[config.mk]
export PLATFORM = sky130hd
export DESIGN_NAME = corr_search_xor_flat
export DESIGN_NICKNAME = d
export VERILOG_FILES = /design/src/rtl/corr_search_xor_if.sv /design/src/rtl/corr_search_xor.sv /design/src/flat_wrapper.sv
export SDC_FILE = /design/constraint.sdc
export NUM_CORES = 1
export LEC_CHECK = 0
export CAP_MARGIN = 20
export CORE_ASPECT_RATIO = 0.6
export CORE_UTILIZATION = 35
export DETAILED_ROUTE_END_ITERATION = 12
export PLACE_DENSITY_LB_ADDON = 0.15
export SLEW_MARGIN = 20
export SYNTH_ARGS = -nofsm -noshare
export SYNTH_HDL_FRONTEND = slang
export SYNTH_SLANG_ARGS = --single-unit
[constraint.sdc]
create_clock -name clk -period 12.78 [get_ports clk]
set_input_delay 2.556 -clock clk [delete_from_list [all_inputs] [get_ports clk]]
set_output_delay 2.556 -clock clk [all_outputs]
set_load 0.05 [all_outputs]
[src/rtl/corr_search_xor_if.sv]
`default_nettype none
// ============================================================================
// Module  : corr_search_xor_if
// Purpose : Control, BRAM read and result bundle for the XOR correlator.
// Rev     : 1.0  initial release
// ============================================================================
interface corr_search_xor_if #(
    parameter int DATA_W = 128,
    parameter int ADDR_W = 9,
    parameter int OFF_W  = 6,
    parameter int SUM_W  = 16
);
    logic              go;
    logic              mode;
    logic [OFF_W-1:0]  x_offset;
    logic [OFF_W-1:0]  y_offset;
    logic              curr_frame_bram_offset_sel;
    logic [ADDR_W-1:0] bram_addr;
    logic [DATA_W-1:0] bram_data;
    logic              busy;
    logic              done;
    logic [OFF_W-1:0]  best_dx;
    logic [OFF_W-1:0]  best_dy;
    logic [SUM_W-1:0]  corr_sum;

    modport master (
        output go, mode, x_offset, y_offset, curr_frame_bram_offset_sel, bram_data,
        input  bram_addr, busy, done, best_dx, best_dy, corr_sum
    );

    modport slave (
        input  go, mode, x_offset, y_offset, curr_frame_bram_offset_sel, bram_data,
        output bram_addr, busy, done, best_dx, best_dy, corr_sum
    );
endinterface
`default_nettype wire

[src/rtl/corr_search_xor.sv]
`default_nettype none
// ============================================================================
// Module  : corr_search_xor
// Purpose : XOR/popcount edge-map correlator, single offset or full window search.
// Rev     : 1.0  initial release
// ============================================================================
module corr_search_xor #(
    parameter int DATA_W       = 128,
    parameter int ADDR_W       = 9,
    parameter int FRAME_STRIDE = 256,
    parameter int ROWS         = 32,
    parameter int WIN_W        = 32,
    parameter int SEARCH_R     = 4,
    parameter int OFF_W        = 6,
    parameter int SUM_W        = 16
) (
    input  logic             clk,
    input  logic             reset,
    corr_search_xor_if.slave bus
);

    localparam int CNT_W = $clog2(2*ROWS+1);
    localparam int IDX_W = $clog2(DATA_W);

    localparam logic [OFF_W-1:0]  c_max_off    = OFF_W'(2*SEARCH_R);
    localparam logic [CNT_W-1:0]  c_last_cnt   = CNT_W'(2*ROWS);
    localparam logic [CNT_W-1:0]  c_last_fetch = CNT_W'(2*ROWS-1);
    localparam logic [ADDR_W-1:0] c_stride     = ADDR_W'(FRAME_STRIDE);
    localparam logic [ADDR_W-1:0] c_r_addr     = ADDR_W'(SEARCH_R);

    localparam logic [1:0] c_idle = 2'd0;
    localparam logic [1:0] c_run  = 2'd1;
    localparam logic [1:0] c_cmp  = 2'd2;
    localparam logic [1:0] c_done = 2'd3;

    logic [1:0]        r_state;
    logic [1:0]        w_next_state;

    logic [CNT_W-1:0]  r_cnt;
    logic [ADDR_W-1:0] r_addr;
    logic              r_mode;
    logic              r_sel;
    logic [OFF_W-1:0]  r_dx;
    logic [OFF_W-1:0]  r_dy;
    logic [WIN_W-1:0]  r_ref;
    logic [SUM_W-1:0]  r_acc;
    logic              r_first;
    logic [SUM_W-1:0]  r_best_sum;
    logic [OFF_W-1:0]  r_best_dx;
    logic [OFF_W-1:0]  r_best_dy;
    logic [SUM_W-1:0]  r_out_sum;
    logic [OFF_W-1:0]  r_out_dx;
    logic [OFF_W-1:0]  r_out_dy;

    logic              w_busy;
    logic              w_done;
    logic              w_start;
    logic              w_in_run;
    logic              w_in_cmp;
    logic              w_last_off;

    logic [OFF_W-1:0]  w_x_clamp;
    logic [OFF_W-1:0]  w_y_clamp;
    logic [ADDR_W-1:0] w_ref_base;
    logic [ADDR_W-1:0] w_cur_base;
    logic [ADDR_W-1:0] w_start_addr;
    logic [CNT_W-1:0]  w_n;
    logic [ADDR_W-1:0] w_row;
    logic [ADDR_W-1:0] w_next_addr;
    logic [WIN_W-1:0]  w_cur_win;
    logic [SUM_W:0]    w_pop;
    logic [SUM_W:0]    w_sum_ext;
    logic [SUM_W-1:0]  w_acc_next;
    logic              w_take;
    logic [SUM_W-1:0]  w_nb_sum;
    logic [OFF_W-1:0]  w_nb_dx;
    logic [OFF_W-1:0]  w_nb_dy;

    function automatic logic [SUM_W:0] popcount(input logic [WIN_W-1:0] v);
        logic [SUM_W:0] c;
        c = '0;
        for (int i = 0; i < WIN_W; i++) begin
            c = c + {{SUM_W{1'b0}}, v[i]};
        end
        return c;
    endfunction

    // ---------------- FSM: state register ----------------
    always_ff @(posedge clk or posedge reset) begin
        if (reset) begin
            r_state <= c_idle;
        end else begin
            r_state <= w_next_state;
        end
    end

    // ---------------- FSM: next-state logic ----------------
    always_comb begin
        w_next_state = r_state;
        case (r_state)
            c_idle:  if (bus.go) w_next_state = c_run;
            c_run:   if (r_cnt == c_last_cnt) w_next_state = c_cmp;
            c_cmp:   w_next_state = w_last_off ? c_done : c_run;
            c_done:  w_next_state = c_idle;
            default: w_next_state = c_idle;
        endcase
    end

    // ---------------- FSM: output decode ----------------
    always_comb begin
        w_busy   = 1'b0;
        w_done   = 1'b0;
        w_start  = 1'b0;
        w_in_run = 1'b0;
        w_in_cmp = 1'b0;
        case (r_state)
            c_idle:  w_start = bus.go;
            c_run:   begin w_busy = 1'b1; w_in_run = 1'b1; end
            c_cmp:   begin w_busy = 1'b1; w_in_cmp = 1'b1; end
            c_done:  w_done = 1'b1;
            default: ;
        endcase
    end

    // ---------------- Datapath combinational ----------------
    assign w_x_clamp    = (bus.x_offset > c_max_off) ? c_max_off : bus.x_offset;
    assign w_y_clamp    = (bus.y_offset > c_max_off) ? c_max_off : bus.y_offset;
    assign w_ref_base   = r_sel ? '0 : c_stride;
    assign w_cur_base   = r_sel ? c_stride : '0;
    assign w_start_addr = (bus.curr_frame_bram_offset_sel ? '0 : c_stride) + c_r_addr;

    // Odd fetch slots read the current frame, even slots the reference frame.
    assign w_n         = r_cnt + CNT_W'(1);
    assign w_row       = ADDR_W'(w_n >> 1);
    assign w_next_addr = w_n[0] ? (w_cur_base + ADDR_W'(r_dy) + w_row)
                                : (w_ref_base + c_r_addr + w_row);

    assign w_cur_win  = bus.bram_data[IDX_W'(r_dx) +: WIN_W];
    assign w_pop      = popcount(r_ref ^ w_cur_win);
    assign w_sum_ext  = {1'b0, r_acc} + w_pop;
    assign w_acc_next = w_sum_ext[SUM_W] ? {SUM_W{1'b1}} : w_sum_ext[SUM_W-1:0];

    assign w_last_off = !r_mode || ((r_dx == c_max_off) && (r_dy == c_max_off));

    // Strict compare keeps the earliest offset on ties.
    assign w_take   = r_first || (r_acc < r_best_sum);
    assign w_nb_sum = w_take ? r_acc : r_best_sum;
    assign w_nb_dx  = w_take ? r_dx  : r_best_dx;
    assign w_nb_dy  = w_take ? r_dy  : r_best_dy;

    // ---------------- Datapath registers ----------------
    always_ff @(posedge clk or posedge reset) begin
        if (reset) begin
            r_cnt      <= '0;
            r_addr     <= '0;
            r_mode     <= 1'b0;
            r_sel      <= 1'b0;
            r_dx       <= '0;
            r_dy       <= '0;
            r_ref      <= '0;
            r_acc      <= '0;
            r_first    <= 1'b0;
            r_best_sum <= '0;
            r_best_dx  <= '0;
            r_best_dy  <= '0;
            r_out_sum  <= '0;
            r_out_dx   <= '0;
            r_out_dy   <= '0;
        end else if (w_start) begin
            r_mode  <= bus.mode;
            r_sel   <= bus.curr_frame_bram_offset_sel;
            r_dx    <= bus.mode ? '0 : w_x_clamp;
            r_dy    <= bus.mode ? '0 : w_y_clamp;
            r_cnt   <= '0;
            r_acc   <= '0;
            r_first <= 1'b1;
            r_addr  <= w_start_addr;
        end else if (w_in_run) begin
            r_cnt <= w_n;
            if (r_cnt < c_last_fetch) begin
                r_addr <= w_next_addr;
            end
            if (r_cnt[0]) begin
                r_ref <= bus.bram_data[SEARCH_R +: WIN_W];
            end else if (r_cnt != '0) begin
                r_acc <= w_acc_next;
            end
        end else if (w_in_cmp) begin
            r_first    <= 1'b0;
            r_best_sum <= w_nb_sum;
            r_best_dx  <= w_nb_dx;
            r_best_dy  <= w_nb_dy;
            if (w_last_off) begin
                r_out_sum <= w_nb_sum;
                r_out_dx  <= w_nb_dx;
                r_out_dy  <= w_nb_dy;
            end else begin
                // Raster order: dx inner, dy outer.
                if (r_dx == c_max_off) begin
                    r_dx <= '0;
                    r_dy <= r_dy + OFF_W'(1);
                end else begin
                    r_dx <= r_dx + OFF_W'(1);
                end
                r_cnt  <= '0;
                r_acc  <= '0;
                r_addr <= w_ref_base + c_r_addr;
            end
        end
    end

    assign bus.bram_addr = r_addr;
    assign bus.busy      = w_busy;
    assign bus.done      = w_done;
    assign bus.best_dx   = r_out_dx;
    assign bus.best_dy   = r_out_dy;
    assign bus.corr_sum  = r_out_sum;

endmodule
`default_nettype wire

[src/flat_wrapper.sv]
// flat-port wrapper written by rule: the top's interface ports become plain ports
module corr_search_xor_flat 
#(
    parameter int DATA_W       = 128,
    parameter int ADDR_W       = 9,
    parameter int FRAME_STRIDE = 256,
    parameter int ROWS         = 32,
    parameter int WIN_W        = 32,
    parameter int SEARCH_R     = 4,
    parameter int OFF_W        = 6,
    parameter int SUM_W        = 16
)
  (clk, reset, bus_go, bus_mode, bus_x_offset, bus_y_offset, bus_curr_frame_bram_offset_sel, bus_bram_data, bus_bram_addr, bus_busy, bus_done, bus_best_dx, bus_best_dy, bus_corr_sum);
  corr_search_xor_if #(.DATA_W(DATA_W), .ADDR_W(ADDR_W), .OFF_W(OFF_W), .SUM_W(SUM_W)) bus_i ();
  input  logic clk;
  input  logic reset;
  input wire logic [$bits(bus_i.go)-1:0] bus_go;
  input wire logic [$bits(bus_i.mode)-1:0] bus_mode;
  input wire logic [$bits(bus_i.x_offset)-1:0] bus_x_offset;
  input wire logic [$bits(bus_i.y_offset)-1:0] bus_y_offset;
  input wire logic [$bits(bus_i.curr_frame_bram_offset_sel)-1:0] bus_curr_frame_bram_offset_sel;
  input wire logic [$bits(bus_i.bram_data)-1:0] bus_bram_data;
  output wire logic [$bits(bus_i.bram_addr)-1:0] bus_bram_addr;
  output wire logic [$bits(bus_i.busy)-1:0] bus_busy;
  output wire logic [$bits(bus_i.done)-1:0] bus_done;
  output wire logic [$bits(bus_i.best_dx)-1:0] bus_best_dx;
  output wire logic [$bits(bus_i.best_dy)-1:0] bus_best_dy;
  output wire logic [$bits(bus_i.corr_sum)-1:0] bus_corr_sum;
  assign bus_i.go = bus_go;
  assign bus_i.mode = bus_mode;
  assign bus_i.x_offset = bus_x_offset;
  assign bus_i.y_offset = bus_y_offset;
  assign bus_i.curr_frame_bram_offset_sel = bus_curr_frame_bram_offset_sel;
  assign bus_i.bram_data = bus_bram_data;
  assign bus_bram_addr = bus_i.bram_addr;
  assign bus_busy = bus_i.busy;
  assign bus_done = bus_i.done;
  assign bus_best_dx = bus_i.best_dx;
  assign bus_best_dy = bus_i.best_dy;
  assign bus_corr_sum = bus_i.corr_sum;
  corr_search_xor #(.DATA_W(DATA_W), .ADDR_W(ADDR_W), .FRAME_STRIDE(FRAME_STRIDE), .ROWS(ROWS), .WIN_W(WIN_W), .SEARCH_R(SEARCH_R), .OFF_W(OFF_W), .SUM_W(SUM_W)) u_core (.clk(clk), .reset(reset), .bus(bus_i));
endmodule
After elaboration in Yosys (flattened, before gate mapping). Cells that the tools add are included.

Register bits: 137. Input bits: 145.

Add/sub/neg operators: 40. Magnitude comparators: 4. Equality and inequality tests: 14. Shift operators: 1. Muxes and demuxes: 49. Bitwise gates (word level): 3. Reduce and logical (&&, ||, !) cells: 20.

Operators by type and width (count): $add 17x1->17 (30); $mux 16 (8); $shiftx 128x7->32 (1); $mux 6 (16); $mux 9 (9); $xor 32x32->32 (1); $mux 7 (4); $add 9x6->9 (3); $add 9x3->9 const B (2); $add 16x17->17 (1); $lt 16x16->1 (1); $add 6x1->6 const B (2); $eq 6x4->1 const B (2); $gt 6x4->1 const B (2); $reduce_and 3->1 (4); $reduce_and 4->1 (3); $mux 1 (8); $pmux 2 s4 (1); $add 7x1->7 const B (1); $eq 7x7->1 const B (1); $lt 7x6->1 const B (1); $reduce_bool 7->1 (1); $mux 2 (3); $ne 2x1->1 const B (3); other kinds (16) (23).

Longest topological paths before layout.
Word-level depth: 39. Mapped depth: 29.

Worst setup path before layout. No wires, ideal clock.

Path type: input to register. From: input bus_bram_data[30]. To: register u_core.r_acc[15]. Library setup time: 0.121 ns. Data arrival time: 9.561 ns. Data required time: 12.659 ns. Slack: 3.098 ns. Stages: 23. Cells stage by stage: mux2_2 > mux4_2 > a221o_1 > o21ai_0 > xnor2_1 > ha_1 > fa_1 > fa_1 > fa_1 > fa_1 > inv_1 > fa_1 > fa_1 > inv_1 > ha_1 > fa_1 > a211oi_1 > nor3_1 > o31a_1 > or2_2 > o41ai_1 > o31ai_1 > a22o_1.

Cells in the longest elaborated chain, start to end: 39.

RTL lines: from (decl) (RTL line flat_wrapper.sv:22) `input wire logic [$bits(bus_i.bram_data)-1:0] bus_bram_data;`; $shiftx 128x7->32 (*) (RTL line corr_search_xor.sv:138) `assign w_cur_win = bus.bram_data[IDX_W'(r_dx) +: WIN_W];`; $xor 32x32->32 (*) (RTL line corr_search_xor.sv:139) `assign w_pop = popcount(r_ref ^ w_cur_win);`; $add 1x1->2 (RTL line corr_search_xor.sv:83) `c = c + {{SUM_W{1'b0}}, v[i]};`; $add 17x1->17 (29 in a row) (RTL line corr_search_xor.sv:83); $add 17x1->17 (*) (RTL line corr_search_xor.sv:83); $add 16x17->17 (*) (RTL line corr_search_xor.sv:140) `assign w_sum_ext = {1'b0, r_acc} + w_pop;`; $mux 16 (*) (RTL line corr_search_xor.sv:141) `assign w_acc_next = w_sum_ext[SUM_W] ? {SUM_W{1'b1}} : w_sum_ext[SUM_W-1:0];`; $mux 16 (*) (RTL line corr_search_xor.sv:185) `end else if (r_cnt != '0) begin`; $mux 16 (*) (RTL line corr_search_xor.sv:183) `if (r_cnt[0]) begin`; $mux 16 (*) (RTL line corr_search_xor.sv:178) `end else if (w_in_run) begin`; $mux 16 (*) (RTL line corr_search_xor.sv:169) `end else if (w_start) begin`; to (signal assigned) (RTL line corr_search_xor.sv:186) `r_acc <= w_acc_next;`; to (decl) (RTL line corr_search_xor.sv:46) `logic [SUM_W-1:0] r_acc;`.

Every way passes the cells marked *; elsewhere a longest branch is shown, timed or not. The select of a mux whose other input is x is not followed. A chain may end at the register's enable or synchronous reset.

Worst setup path in the final report.
From: input bus_bram_data[8]. To: register u_core.r_acc[15].

The elaborated chain is that of the path after synthesis.

==> impl_metrics.ini <==
[floorplan]
initial_core_util_pct = 35.77
die_h_um = 160.0
die_w_um = 265.4
die_area_sq_mm = 0.04246
coreArea_sq_mm = 0.04072
num_rows = 57
io_pins = 184

[timing]
hold_viol = 0
max-slew-margin-rel_pct = 36.77
tightest_slew_ns = 0.9485
fmax_ghz = 0.09238
setup_viol = 0
rsz0062_at_grt = false
slew_viol_final = 0
period_needed_ns = 10.82
post-route-period-util_pct = 84.70
setup_slack_ns = 1.956
finalClockSkew_ns = 0.01030
setup_tns_ns = 0

[yosys]
synth_top_area_share_pct = 23.37
synth_edf_count = 0
yosys.area.top_type = dfrtp_1
synth_ff_type = dfrtp_1
syn_area_per_cell_sq_um = 10.11
syn_inst = 1441
synth_seq_cells = 136
async_flop_share_pct = 100.0
yosysSeqAreaShare_pct = 23.37
synth_area_leaders = dfrtp_1, mux4_2, mux2i_1, mux2_2, ha_1
synth_nets = 1670
yosysUniqueCellTypes = 62
syn_area_sq_mm = 0.01457
yosys_warnings = 0

[clock_network]
ctsResizeCount = 0
htree_num_levels = 4
ctsHoldBuffers = 0
cts_sinks = 136
cts-root-buf = clkbuf_16
clk_pin_slew_worst_paths_ns = 0.06
cts_tree = built
numCtsBuffers = 17
clockBufferDepth = 2
cts_setup_buffers = 0
clk_latency_ns = 0.43

[global_route]
grt_most_used_layer = met1
grt_start_max_net_pins = 91
grt_use_met3_pct = 7.217
grt_util_met2_pct = 27.20
grtUsageMet1_pct = 39.54
grt_first_pass_wirelength_mm = 74.95
grt_pass1_vias = 11520
grt_usage_pct = 23.23
gr-total-overflow = 0
grt_antenna_before_repair = 0

[cells_and_area]
syn2layout_area_growth_pct = 16.54
drive_above_1_share_pct = 19.04
fin_nets = 1745
fin_cells = 2088
final_common_cell = clkdlybuf4s50_1
stdcell_area_sq_mm = 0.01697
n_antenna_cell = 0
final_cell_mix = clkdlybuf4s50_1, mux2i_1, nand2_1

[outcome]
status = finished, final reports clean

[critical_path]
cp.required_ns = 13.09
crit_path_max_incr_delay_ns = 0.56
crit_type = input port to flip-flop
crit_slowest_cell = mux4_2
cp_common_cell = fa_1
arrival_ns = 11.13
cp-end-kind = flip-flop
worstPathMaxFanout = 5
worstSetupStartpointType = input port

[placement]
detailed_place_hpwl_mm = 38.22
routabilityCongestion = 0.9638
dp.cells = 2057
pre_cts_slack_ns = 1.570
placed_area_sq_mm = 0.01635
io_buffers = 149

[drt]
postRouteAntennaNets = 0
vias = 12350
vias_per_cell = 5.916
wl_per_cell_um = 23.54
drc = 0
drtIter0Drc = 1543
firstDrtPassIters = 5
wl_mm = 49.15

[min_path]
min_path_type = flip-flop to flip-flop

[job]
drv_cap = 0
## cell usage after synthesis (11+ instances only)
cell / count
a211oi_1: 19
a21o_1: 14
a21oi_1: 81
a31oi_1: 15
and2_1: 11
buf_2: 45
clkbuf_1: 44
dfrtp_1: 136
fa_1: 26
ha_1: 58
inv_1: 58
mux2_2: 112
mux2i_1: 142
mux4_2: 114
nand2_1: 141
nand3_1: 18
nor2_1: 73
nor3_1: 12
o21ai_0: 109
o22ai_1: 19
xnor2_1: 26
xor2_1: 24
## worst paths after layout
kind | startpoint | cells past startpoint | end | slack, ns
setup / recovery | bus_bram_data[8] | 26 | u_core.r_acc[15]$_DFFE_PP0P_ | 1.96
hold / removal | u_core.bus.corr_sum[0]$_DFFE_PP0P_ | 2 | u_core.bus.corr_sum[0]$_DFFE_PP0P_ | 0.48
setup reg to reg | u_core.r_dx[1]$_DFFE_PP0P_ | 26 | u_core.r_acc[15]$_DFFE_PP0P_ | 3.12
hold reg to reg | u_core.bus.corr_sum[0]$_DFFE_PP0P_ | 2 | u_core.bus.corr_sum[0]$_DFFE_PP0P_ | 0.48
max in group asynchronous | reset | 3 | u_core.r_cnt[3]$_DFFE_PP0P_ | 8.82
min in group asynchronous | reset | 2 | u_core.r_ref[13]$_DFFE_PP0P_ | 2.79
## flip-flops by register name, indices dropped and copies added, names as in the netlist
signal / cells
u_core.r_ref: 32
u_core.bus.corr_sum: 16
u_core.r_acc: 16
u_core.r_best_sum: 16
u_core.bus.bram_addr: 8
u_core.r_cnt: 7
u_core.bus.best_dx: 6
u_core.bus.best_dy: 6
u_core.r_best_dx: 6
u_core.r_best_dy: 6
u_core.r_dx: 6
u_core.r_dy: 6
u_core.r_state: 2
u_core.r_first: 1
u_core.r_mode: 1
u_core.r_sel: 1
## per-layer routing
layer	share of wire, %	wire, um	up-vias
met3	12	5670	30
met2	36	17680	608
met4	0.61	302	2
met1	52	25460	6140
li1	-	-	5572
met5	0.081	40	-
## metrics by stage
stage,hold slack [ns],utilization [%]
final,0.4771,41.68
after global routing,0.5152,41.68
after CTS,0.4849,41.68
after detailed placement,0.4715,40.14
after global placement,0.4604,40.14
after floorplan,0.4669,-
## area by class of cell
class | count | area [sq um]
Multi-Input combinational cell | 1134 | 10360
Tap cell | 560 | 700.7
Inverter | 59 | 226.5
Clock inverter | 12 | 175.2
Sequential cell | 136 | 3421
Fill cell | 3973 | 23750
Clock buffer | 19 | 452.9
Timing Repair Buffer | 168 | 1634
## critical path, delay by kind of cell
family          cells  cell delay (ns)
fa+ha+maj           9             4.11
compound gates      9             2.49
buf+inv             3             0.63
simple gates        3             0.58
mux                 1             0.56
xor+xnor            1             0.19
## kinds of logic (layout without fill, tap and decap cells)
logic type	after synthesis	after routing	share of synthesized area (%)
adders and majority gates	84	84	8.556
other	1	1	0.02575
and+or+nand+nor	300	300	9.106
DFF	136	136	23.37
muxes	372	372	36.77
xor gates and xnor gates	50	50	3.007
buffers and inverters	171	258	5.567
AOI/OAI and AO/OA	327	327	13.61
Power is not shown: default switching activity piles up to over one toggle a cycle in this logic, so the estimate is an artifact.
